--- src/rtl/imem_arbiter_if.sv ---
// Bus bundle between the IF fetch port, the program loader, the imem array and the arbiter.
// The arbiter connects through the slave modport; the surrounding logic uses master.
interface imem_arbiter_if #(
    parameter int IMEM_ADDR_WIDTH = 10
);
    logic                       if_req;
    logic [31:0]                if_addr;
    logic                       if_gnt;
    logic                       if_rvalid;
    logic [31:0]                if_rdata;
    logic                       if_stall;

    logic                       ld_req;
    logic                       ld_we;
    logic                       ld_lock;
    logic [31:0]                ld_addr;
    logic [31:0]                ld_wdata;
    logic                       ld_gnt;
    logic                       ld_rvalid;
    logic [31:0]                ld_rdata;

    logic                       mem_en;
    logic                       mem_we;
    logic [IMEM_ADDR_WIDTH-3:0] mem_addr;
    logic [31:0]                mem_wdata;
    logic [31:0]                mem_rdata;

    logic                       misalign_err;

    modport slave (
        input  if_req, if_addr, ld_req, ld_we, ld_lock, ld_addr, ld_wdata, mem_rdata,
        output if_gnt, if_rvalid, if_rdata, if_stall,
        output ld_gnt, ld_rvalid, ld_rdata,
        output mem_en, mem_we, mem_addr, mem_wdata, misalign_err
    );

    modport master (
        output if_req, if_addr, ld_req, ld_we, ld_lock, ld_addr, ld_wdata, mem_rdata,
        input  if_gnt, if_rvalid, if_rdata, if_stall,
        input  ld_gnt, ld_rvalid, ld_rdata,
        input  mem_en, mem_we, mem_addr, mem_wdata, misalign_err
    );
endinterface

--- src/rtl/imem_arbiter.sv ---
// Single-port imem arbiter: strict loader priority, lockable download window, 1-cycle read return.
// Defining IMEM_ARB_FAIRNESS_EN adds a loader-burst limit of MAX_LD_BURST grants while fetch waits.
module imem_arbiter #(
    parameter int IMEM_ADDR_WIDTH = 10
`ifdef IMEM_ARB_FAIRNESS_EN
    ,
    parameter int MAX_LD_BURST    = 4
`endif
) (
    input logic           clk,
    input logic           rst,
    imem_arbiter_if.slave bus
);

    typedef enum logic [1:0] {
        S_IDLE,
        S_FETCH,
        S_LOAD,
        S_LOCKED
    } state_t;

    state_t      state;
    state_t      state_nx;
    logic        if_gnt_c;
    logic        ld_gnt_c;
    logic        fair_force;
    logic        if_pend;
    logic        ld_pend;
    logic        misalign_q;
    logic [31:0] gnt_addr;
    logic        unused_addr_hi;

`ifdef IMEM_ARB_FAIRNESS_EN
    localparam int CNT_W = $clog2(MAX_LD_BURST + 1);
    logic [CNT_W-1:0] burst_cnt;

    assign fair_force = (burst_cnt == CNT_W'(MAX_LD_BURST));

    // Saturates so a long locked burst cannot wrap past the limit.
    always_ff @(posedge clk or negedge rst) begin
        if (!rst) begin
            burst_cnt <= '0;
        end else if (if_gnt_c || !bus.if_req) begin
            burst_cnt <= '0;
        end else if (ld_gnt_c && !fair_force) begin
            burst_cnt <= burst_cnt + CNT_W'(1);
        end
    end
`else
    assign fair_force = 1'b0;
`endif

    // NOTE: every always_comb output gets a default first so no path can infer a latch.
    always_comb begin
        if_gnt_c = 1'b0;
        ld_gnt_c = 1'b0;
        state_nx = S_IDLE;
        // Grants are gated by reset so nothing reaches the memory while rst is low.
        if (!rst) begin
            state_nx = S_IDLE;
        end else if (state == S_LOCKED) begin
            ld_gnt_c = bus.ld_req;
            state_nx = bus.ld_lock ? S_LOCKED : S_IDLE;
        end else if (bus.ld_lock) begin
            ld_gnt_c = bus.ld_req;
            state_nx = S_LOCKED;
        end else if (fair_force && bus.if_req) begin
            if_gnt_c = 1'b1;
            state_nx = S_FETCH;
        end else if (bus.ld_req) begin
            ld_gnt_c = 1'b1;
            state_nx = S_LOAD;
        end else if (bus.if_req) begin
            if_gnt_c = 1'b1;
            state_nx = S_FETCH;
        end
    end

    // NOTE: sequential state uses non-blocking assignments so every flop samples pre-edge values.
    always_ff @(posedge clk or negedge rst) begin
        if (!rst) begin
            state      <= S_IDLE;
            if_pend    <= 1'b0;
            ld_pend    <= 1'b0;
            misalign_q <= 1'b0;
        end else begin
            state   <= state_nx;
            if_pend <= if_gnt_c;
            ld_pend <= ld_gnt_c & ~bus.ld_we;
            if ((if_gnt_c || ld_gnt_c) && (gnt_addr[1:0] != 2'b00)) begin
                misalign_q <= 1'b1;
            end
        end
    end

    always_comb begin
        gnt_addr = 32'h0;
        if (ld_gnt_c) begin
            gnt_addr = bus.ld_addr;
        end else if (if_gnt_c) begin
            gnt_addr = bus.if_addr;
        end
    end

    // Bits above the decoded range are deliberately dropped so addresses wrap.
    assign unused_addr_hi = ^gnt_addr[31:IMEM_ADDR_WIDTH];

    assign bus.if_gnt       = if_gnt_c;
    assign bus.ld_gnt       = ld_gnt_c;
    assign bus.if_stall     = rst & bus.if_req & ~if_gnt_c;

    assign bus.mem_en       = if_gnt_c | ld_gnt_c;
    assign bus.mem_we       = ld_gnt_c & bus.ld_we;
    assign bus.mem_addr     = gnt_addr[IMEM_ADDR_WIDTH-1:2];
    assign bus.mem_wdata    = ld_gnt_c ? bus.ld_wdata : 32'h0;

    assign bus.if_rvalid    = if_pend;
    assign bus.if_rdata     = if_pend ? bus.mem_rdata : 32'h0;
    assign bus.ld_rvalid    = ld_pend;
    assign bus.ld_rdata     = ld_pend ? bus.mem_rdata : 32'h0;

    assign bus.misalign_err = misalign_q;

endmodule

--- src/flat_wrapper.sv ---
// flat-port wrapper written by rule: the top's interface ports become plain ports
module imem_arbiter_flat 
#(
    parameter int IMEM_ADDR_WIDTH = 10

)
  (clk, rst, bus_if_req, bus_if_addr, bus_ld_req, bus_ld_we, bus_ld_lock, bus_ld_addr, bus_ld_wdata, bus_mem_rdata, bus_if_gnt, bus_if_rvalid, bus_if_rdata, bus_if_stall, bus_ld_gnt, bus_ld_rvalid, bus_ld_rdata, bus_mem_en, bus_mem_we, bus_mem_addr, bus_mem_wdata, bus_misalign_err);
  imem_arbiter_if #(.IMEM_ADDR_WIDTH(IMEM_ADDR_WIDTH)) bus_i ();
  input logic clk;
  input logic rst;
  input wire logic [$bits(bus_i.if_req)-1:0] bus_if_req;
  input wire logic [$bits(bus_i.if_addr)-1:0] bus_if_addr;
  input wire logic [$bits(bus_i.ld_req)-1:0] bus_ld_req;
  input wire logic [$bits(bus_i.ld_we)-1:0] bus_ld_we;
  input wire logic [$bits(bus_i.ld_lock)-1:0] bus_ld_lock;
  input wire logic [$bits(bus_i.ld_addr)-1:0] bus_ld_addr;
  input wire logic [$bits(bus_i.ld_wdata)-1:0] bus_ld_wdata;
  input wire logic [$bits(bus_i.mem_rdata)-1:0] bus_mem_rdata;
  output wire logic [$bits(bus_i.if_gnt)-1:0] bus_if_gnt;
  output wire logic [$bits(bus_i.if_rvalid)-1:0] bus_if_rvalid;
  output wire logic [$bits(bus_i.if_rdata)-1:0] bus_if_rdata;
  output wire logic [$bits(bus_i.if_stall)-1:0] bus_if_stall;
  output wire logic [$bits(bus_i.ld_gnt)-1:0] bus_ld_gnt;
  output wire logic [$bits(bus_i.ld_rvalid)-1:0] bus_ld_rvalid;
  output wire logic [$bits(bus_i.ld_rdata)-1:0] bus_ld_rdata;
  output wire logic [$bits(bus_i.mem_en)-1:0] bus_mem_en;
  output wire logic [$bits(bus_i.mem_we)-1:0] bus_mem_we;
  output wire logic [$bits(bus_i.mem_addr)-1:0] bus_mem_addr;
  output wire logic [$bits(bus_i.mem_wdata)-1:0] bus_mem_wdata;
  output wire logic [$bits(bus_i.misalign_err)-1:0] bus_misalign_err;
  assign bus_i.if_req = bus_if_req;
  assign bus_i.if_addr = bus_if_addr;
  assign bus_i.ld_req = bus_ld_req;
  assign bus_i.ld_we = bus_ld_we;
  assign bus_i.ld_lock = bus_ld_lock;
  assign bus_i.ld_addr = bus_ld_addr;
  assign bus_i.ld_wdata = bus_ld_wdata;
  assign bus_i.mem_rdata = bus_mem_rdata;
  assign bus_if_gnt = bus_i.if_gnt;
  assign bus_if_rvalid = bus_i.if_rvalid;
  assign bus_if_rdata = bus_i.if_rdata;
  assign bus_if_stall = bus_i.if_stall;
  assign bus_ld_gnt = bus_i.ld_gnt;
  assign bus_ld_rvalid = bus_i.ld_rvalid;
  assign bus_ld_rdata = bus_i.ld_rdata;
  assign bus_mem_en = bus_i.mem_en;
  assign bus_mem_we = bus_i.mem_we;
  assign bus_mem_addr = bus_i.mem_addr;
  assign bus_mem_wdata = bus_i.mem_wdata;
  assign bus_misalign_err = bus_i.misalign_err;
  imem_arbiter #(.IMEM_ADDR_WIDTH(IMEM_ADDR_WIDTH)) u_core (.clk(clk), .rst(rst), .bus(bus_i));
endmodule
--- config.mk ---
export PLATFORM = sky130hd
export DESIGN_NAME = imem_arbiter_flat
export DESIGN_NICKNAME = d
export VERILOG_FILES = /design/src/rtl/imem_arbiter_if.sv /design/src/rtl/imem_arbiter.sv /design/src/flat_wrapper.sv
export SDC_FILE = /design/constraint.sdc
export NUM_CORES = 1
export LEC_CHECK = 0
export BUFFER_PORTS_ARGS = -buffer_cell sky130_fd_sc_hd__buf_2
export CAP_MARGIN = 20
export CORE_AREA = 2 2 96 98
export DETAILED_ROUTE_END_ITERATION = 8
export DIE_AREA = 0 0 98 100
export HOLD_SLACK_MARGIN = 0.03
export SKIP_CTS_REPAIR_TIMING = 1
export SLEW_MARGIN = 0
export SYNTH_ARGS = -nofsm -noshare
export SYNTH_HDL_FRONTEND = slang
export SYNTH_SLANG_ARGS = --single-unit
--- constraint.sdc ---
create_clock -name clk -period 1.3 [get_ports clk]
set_input_delay 0.13 -clock clk [delete_from_list [all_inputs] [get_ports clk]]
set_output_delay 0.13 -clock clk [all_outputs]
set_load 0.01 [all_outputs]
# Word level (Yosys, flattened, before mapping)
# Index checks and enable logic that the tools add are counted.
# classes
n_reduce_logical,3
mux,20
bitwise,7
eq_ne,1
# ops
op,count
2-to-1 mux 32 bit,3
2-to-1 mux 10 bit,2
2-to-1 mux 1 bit,10
2-to-1 mux 2 bit,5
AND 1 bit,4
equality test 2 bit (second input constant),1
NOT 1 bit,2
nonzero test 2 bit,1
logical AND 1 bit,1
logical OR 1 bit,1
OR 1 bit,1
# totals
ff_bits,5

# Logic depth before layout (Yosys ltp)
# Gate-level depths: netlist (run 1).
# logic_depth
ltp_word,9
depth_mapped,5

# Worst setup path before layout (run 1)
# No wires, ideal clock.
# synth_path
path_kind,reg-to-output
start,reg u_core.state[0]
end,out bus_mem_addr[0]
stages_incl_launch_ff,4
path_slack_ns,0.003
arrival_time_ns,1.167
path_cell_list,dfrtp_1 -> a21oi_4 -> nor3b_4 -> a22o_1
# synth_via
elab_chain_cells,5
word_cells_on_any_way,7
classes_between,1 x eq/ne; 6 x mux
# synth_lines
item,line,rtl
start: declaration,imem_arbiter.sv:22,state_t state;
start signal: assignment,imem_arbiter.sv:87,state <= state_nx;
equality test 2 bit,imem_arbiter.sv:61,end else if (state == S_LOCKED) begin
2-to-1 mux 1 bit,imem_arbiter.sv:61,
2-to-1 mux 1 bit,imem_arbiter.sv:59,if (!rst) begin
via bus_if_gnt,flat_wrapper.sv:19,output wire logic [$bits(bus_i.if_gnt)-1:0] bus_if_gnt;
2-to-1 mux 10 bit,imem_arbiter.sv:100,end else if (if_gnt_c) begin
2-to-1 mux 10 bit,imem_arbiter.sv:98,if (ld_gnt_c) begin
end: declaration,flat_wrapper.sv:28,output wire logic [$bits(bus_i.mem_addr)-1:0] bus_mem_addr;
# The timed path passes the listed nets, and every way through them passes these cells.

# Worst setup path after layout (run 1)
# layout_path
start,reg u_core.state[0]
end,out bus_mem_addr[3]
# layout_via
elab_chain_cells,5
word_cells_on_any_way,7
classes_between,1 x eq/ne; 6 x mux
# layout_lines
item,line
equality test 2 bit (*),imem_arbiter.sv:61
2-to-1 mux 1 bit,imem_arbiter.sv:61
2-to-1 mux 1 bit,imem_arbiter.sv:59
2-to-1 mux 10 bit,imem_arbiter.sv:100
2-to-1 mux 10 bit (*),imem_arbiter.sv:98
# Every way passes the cells marked *; elsewhere a longest branch is shown, timed or not.

==> metrics, run 1 <==
CP endpoint kind primary output; Synth Instances approximately 140; Syn Nets about 280; GRT Residual Overflow 0; DRC 0; Cell variety after synth 18; #FFs+latches synth 5; Power Dens Cells a little over 400 mW/mm2; top cells by area, synth and2_1 (41%), and3_1 (18%), dfrtp_1 (13%); crit share post-route 1.21; Startpoint Class flop; syn avg cell area just under 7 um2; Core Rows 35; CP arrival approximately 1.4 ns; routability cong. between 0.8 and 0.9; final worst path period need roughly 1.6 ns; clock tree sinks 5; Syn Std Cell Area roughly 980 um2; Diodes inserted 0; Avg Vias per Cell 3.91; Synth warnings 0; crit path to bus_mem_addr[3]; Worst Path Max Fanout 10; die area 0.00980 mm2; Starting Density 0.111; Total Routing Usage GR 0.0808; Max rail drop VDD 249 uV; max_slew headroom 0.826; Bufs on Longest Clock Path 2; Synth top area share 0.407; highest cell delay on the worst timing path 0.40 ns; critical path's slowest cell dfrtp_1; skew final 0.0000365 ns; Top delay family on crit path flip-flops; FF-to-FF End u_core.bus.if_rvalid; I/O pin total 246; worst path required time 1.17 ns; Post-Route WL approximately 4600 um; Finished Core Util 0.248; DR pass1 iterations 4; final setup fails 9; Hold Violations, Final 0; CTS tree built; Synth-to-Final Area Change 124%; CTS clock-pin slew for the worst setup and hold paths about 0.030 ns; kind of critical path flop to primary output; Worst-Skew Late Latency 0.22 ns; DP Worst Slack -0.0428 ns; H-tree depth 1; CTS root buf clkbuf_8; Cell Chain, Critical Path a21oi_4 > nor3b_4 > buf_12 > a22o_1 > buf_2; max capacitance violation total 0; status finished, violations left; reg2reg setup slack about 0.20 ns; Vias 1,777; Reg2Reg Launch Point u_core.state[0]; WP depth 5; core box area between 0.008 and 0.009 mm2; first-iteration detailed-routing DRC count 10; die height ~100 um; first-pass GRT wire length between 6000 and 7000 um; Routed Antenna Nets 0; Die Wd 98 um; Slew Limit Fails 0; Pleak roughly 1.5 nW; # nets final between 400 and 500; vias in the first global route roughly 1,500; layout cells sized above 1 0.638; post-synthesis sequential area ratio 0.127; crit path from u_core.state[0]; type of the most critical hold path primary input to flop; hold wc startpoint bus_ld_we; Post-DP HPWL ~3900 um; WL/cell about 10 um; cell taking the most area after synthesis and2_1; PnR worst setup slack -0.273 ns; Non-Filler Cell Area, Final 0.00220 mm2; Least-Margin Pin Slew around 0.26 ns; cts bufs inserted 3; Post-DP Area 0.00213 mm2; reg2reg path depth 4; number of port buffers about 200; CP bufs+invs 2; failing checks setup timing; pin count of the biggest net entering global routing 34; Max Clock Freq 0.636 GHz; RSZ-0062 raised after global routing yes; antenna violations before repair 0
-- worst register-to-register path, delay by kind of cell, from the launching register on --
family	cells	cell delay, ns
flip-flops	1	0.40
buffers and inverters	2	0.25
AND/OR/NAND/NOR	1	0.23
AO/OA/AOI/OAI	1	0.17
-- final cells by class --
| class | count | area, um2 |
|---|---|---|
| Clock buffer | 4 | 45.0 |
| Fill cell | 992 | 6690 |
| Inverter | 4 | 15.0 |
| Multi-Input combinational cell | 121 | 790 |
| Sequential cell | 5 | 125 |
| Tap cell | 111 | 139 |
| Timing Repair Buffer | 209 | 1090 |
-- power breakdown --
| group | leakage [nW] | internal (W) | switching (W) |
|---|---|---|---|
| logic | 1.45 | 0.000238 | 0.000216 |
| registers | 0.0609 | 0.000163 | 0.00000519 |
| clock network | 0.0228 | 0.000210 | 0.0000688 |
-- worst min-delay path by stage --
stage	to	slack [ns]	depth (start not counted)
after floorplan	u_core.bus.if_rvalid	-0.17	0
after global placement	u_core.bus.misalign_err	0.07	2
after detailed placement	u_core.state[1]	0.08	2
after CTS	u_core.bus.ld_rvalid	-0.15	2
after global routing	u_core.bus.ld_rvalid	0.11	2
final	u_core.bus.ld_rvalid	0.1	2
-- cell usage in the layout (no fill, tap or decap), types with 3 or more instances in the layout --
master,count
buf_2,201
and2_1,64
and3_1,29
a22o_1,8
dfrtp_1,5
and3_2,4
nor2_1,4
buf_4,4
nand2_1,3
inv_1,3
a21oi_1,3
clkbuf_8,3
-- metal layers --
metal / global-route usage / part of all wire / up-vias
met2: 0.162 / 0.53 / 132
met1: 0.0872 / 0.33 / 769
met4: 0.00321 / 0 / 0
li1: - / - / 876
met5: 0 / 0 / -
met3: 0.0244 / 0.13 / 0
-- registers in the layout, summed over array words and instances, names as in the netlist --
name,count
u_core.bus.ld_rvalid,1
u_core.bus.misalign_err,1
u_core.state,2
u_core.bus.if_rvalid,1
-- cells in the mapped netlist --
cell / number
and2_1: 64
and3_1: 29
clkbuf_1: 12
a22o_1: 8
dfrtp_1: 5
and3_2: 4
nor2_1: 4
a21oi_1: 3
inv_1: 3
nand2_1: 3
nor3_1: 2
a21oi_4: 1
a31oi_1: 1
buf_2: 1
buf_6: 1
inv_2: 1
nor3b_4: 1
o41ai_1: 1
-- kinds of logic (layout without fill, tap and decap cells) --
group | after synthesis | after routing | synth area share
flip-flops | 5 | 5 | 0.127
AND/OR/NAND/NOR | 107 | 107 | 0.677
buffers and inverters | 18 | 217 | 0.0775
AO/OA/AOI/OAI | 14 | 14 | 0.118
-- through the flow --
stage,TNS (ns),cells,total power [W],hold slack (ns)
floorplan,0,144,0.000362,-0.166
global placement,-0.108,448,0.000612,0.0736
detailed placement,-0.179,448,0.000621,0.0790
CTS,-2.18,452,0.000909,-0.152
global route,-2.92,454,0.000977,0.107
finish,-2.05,454,0.000900,0.0999
Note: power is estimated with default switching activity, not from simulation.
==> inputs of run 2 (changes only) <==
- SETUP_SLACK_MARGIN: unset -> 0.15
==> run 2 against run 1 <==
  * The run still ends with setup timing left
  * Critical path depth stayed put
  * Total power is 15% higher
  * Combinational power is 27% higher
  * Global-route usage is 0.80 points higher
  * Utilization is 6.9 points higher
  * Largest power group unchanged
==> metrics, run 2 (synthesis gave the netlist of run 1 again) <==
Post-Route WL 5700 um; Vias 1,839; first-iteration detailed-routing DRC count 19; CTS clock-pin slew for the worst setup and hold paths 0.04 ns; Reg2Reg Launch Point u_core.state[0]; final worst path period need about 1.5 ns; kind of critical path flop to primary output; Max Clock Freq between 0.6 and 0.7 GHz; Diodes inserted 0; Avg Vias per Cell 4.00; highest cell delay on the worst timing path approximately 0.40 ns; CP arrival 1.39 ns; failing checks setup timing; number of port buffers about 200; die height 100 um; crit share post-route 1.17; skew final ~0.0045 ns; Starting Density 0.111; PnR worst setup slack -0.218 ns; Least-Margin Pin Slew about 0.26 ns; Total Routing Usage GR 0.0889; core box area between 0.008 and 0.009 mm2; pin count of the biggest net entering global routing 35; Synth-to-Final Area Change 186%; Core Rows 35; I/O pin total approximately 250; Startpoint Class flop; Worst Path Max Fanout 10; most flop-heavy register u_core.state; clock tree sinks 5; # nets final roughly 480; Die Wd 98 um; Max rail drop VDD around 250 uV; commonest non-fill, non-tap cell in the layout buf_2; Worst-Skew Late Latency 0.22 ns; RSZ-0062 raised after global routing yes; DP Worst Slack -0.00960 ns; commonest cells after routing, fill and taps aside buf_2 (144), buf_6 (57), and2_4 (55); Cell Chain, Critical Path a21oi_4 > nor3b_4 > buf_6 > a22o_1 > buf_2; GRT Residual Overflow 0; critical path's slowest cell dfrtp_1; DRC 0; Slew Limit Fails 0; Routed Antenna Nets 0; max_slew headroom 0.825; CTS tree built; DR pass1 iterations 4; vias in the first global route approximately 1,500; Bufs on Longest Clock Path 2; cts bufs inserted 3; final setup fails 14; Post-DP HPWL a little over 4000 um; type of the most critical hold path primary input to flop; worst path required time between 1 and 1.5 ns; die area slightly below 0.01 mm2; CTS root buf clkbuf_8; crit path from u_core.state[0]; max capacitance violation total 0; Power Dens Cells approximately 370 mW/mm2; routability cong. between 0.8 and 0.9; H-tree depth 1; Fin Setup TNS -1.73 ns; max FFs per register 2; status finished, violations left; Hold Violations, Final 0; Pleak between 1.5 and 2 nW; layout cells sized above 1 0.805; hold wc startpoint bus_ld_we; Filler cells about 920; CP endpoint kind primary output; WL/cell ~12 um; first-pass GRT wire length approximately 7000 um; antenna violations before repair 0
-- run 2: cell types whose count changed in the layout (fill, tap and decap cells not counted), sizes merged --
cell,delta
clkbuf,+3
buf,+2
dlygate4sd3,+1
-- run 2: path summary, 6_finish.rpt --
check	endpoint	slack, ns	depth (start not counted)
setup / recovery	bus_mem_addr[0]	-0.22	5
hold / removal	u_core.bus.ld_rvalid	0.09	2
setup reg to reg	u_core.bus.misalign_err	0.23	3
hold reg to reg	u_core.bus.misalign_err	0.46	2
max in group asynchronous	u_core.bus.ld_rvalid	0.63	3
min in group asynchronous	u_core.bus.misalign_err	0.42	3
-- run 2: per-layer routing --
layer	share of wire	vias to the layer above	track usage
met4	0.013	0	0.0192
li1	-	888	-
met5	0	-	0
met3	0.11	7	0.0258
met1	0.35	813	0.0901
met2	0.53	131	0.179
-- run 2: worst max-delay path: cells and delay by family, from the launching register on --
kind	cells	cell delay, ns
compound gates	2	0.29
buf+inv	2	0.29
flops	1	0.40
simple gates	1	0.19
-- run 2: through the flow --
stage                     hold slack (ns)  cells  power, W  cell area [um2]   util
after detailed placement           0.0794    449  0.000626             2120  0.239
after global routing                0.116    460   0.00111             2810  0.317
after global placement             0.0741    449  0.000618             2120  0.239
after CTS                          -0.160    453  0.000924             2170  0.244
after floorplan                    -0.166    144  0.000362              985      -
final                              0.0865    460   0.00103             2810  0.317
-- run 2: cell type report --
cell class	instances	area, um2	share of cell area
Clock buffer	4	45.0	0.0160
Inverter	4	15.0	0.00534
Multi-Input combinational cell	121	931	0.331
Sequential cell	5	126	0.0449
Tap cell	111	139	0.0494
Timing Repair Buffer	215	1560	0.554
-- run 2: power by group --
part           switching (W)  total [W]  internal [W]
clock              0.0000778   0.000288      0.000211
combinational       0.000249   0.000575      0.000325
sequential        0.00000862   0.000172      0.000163
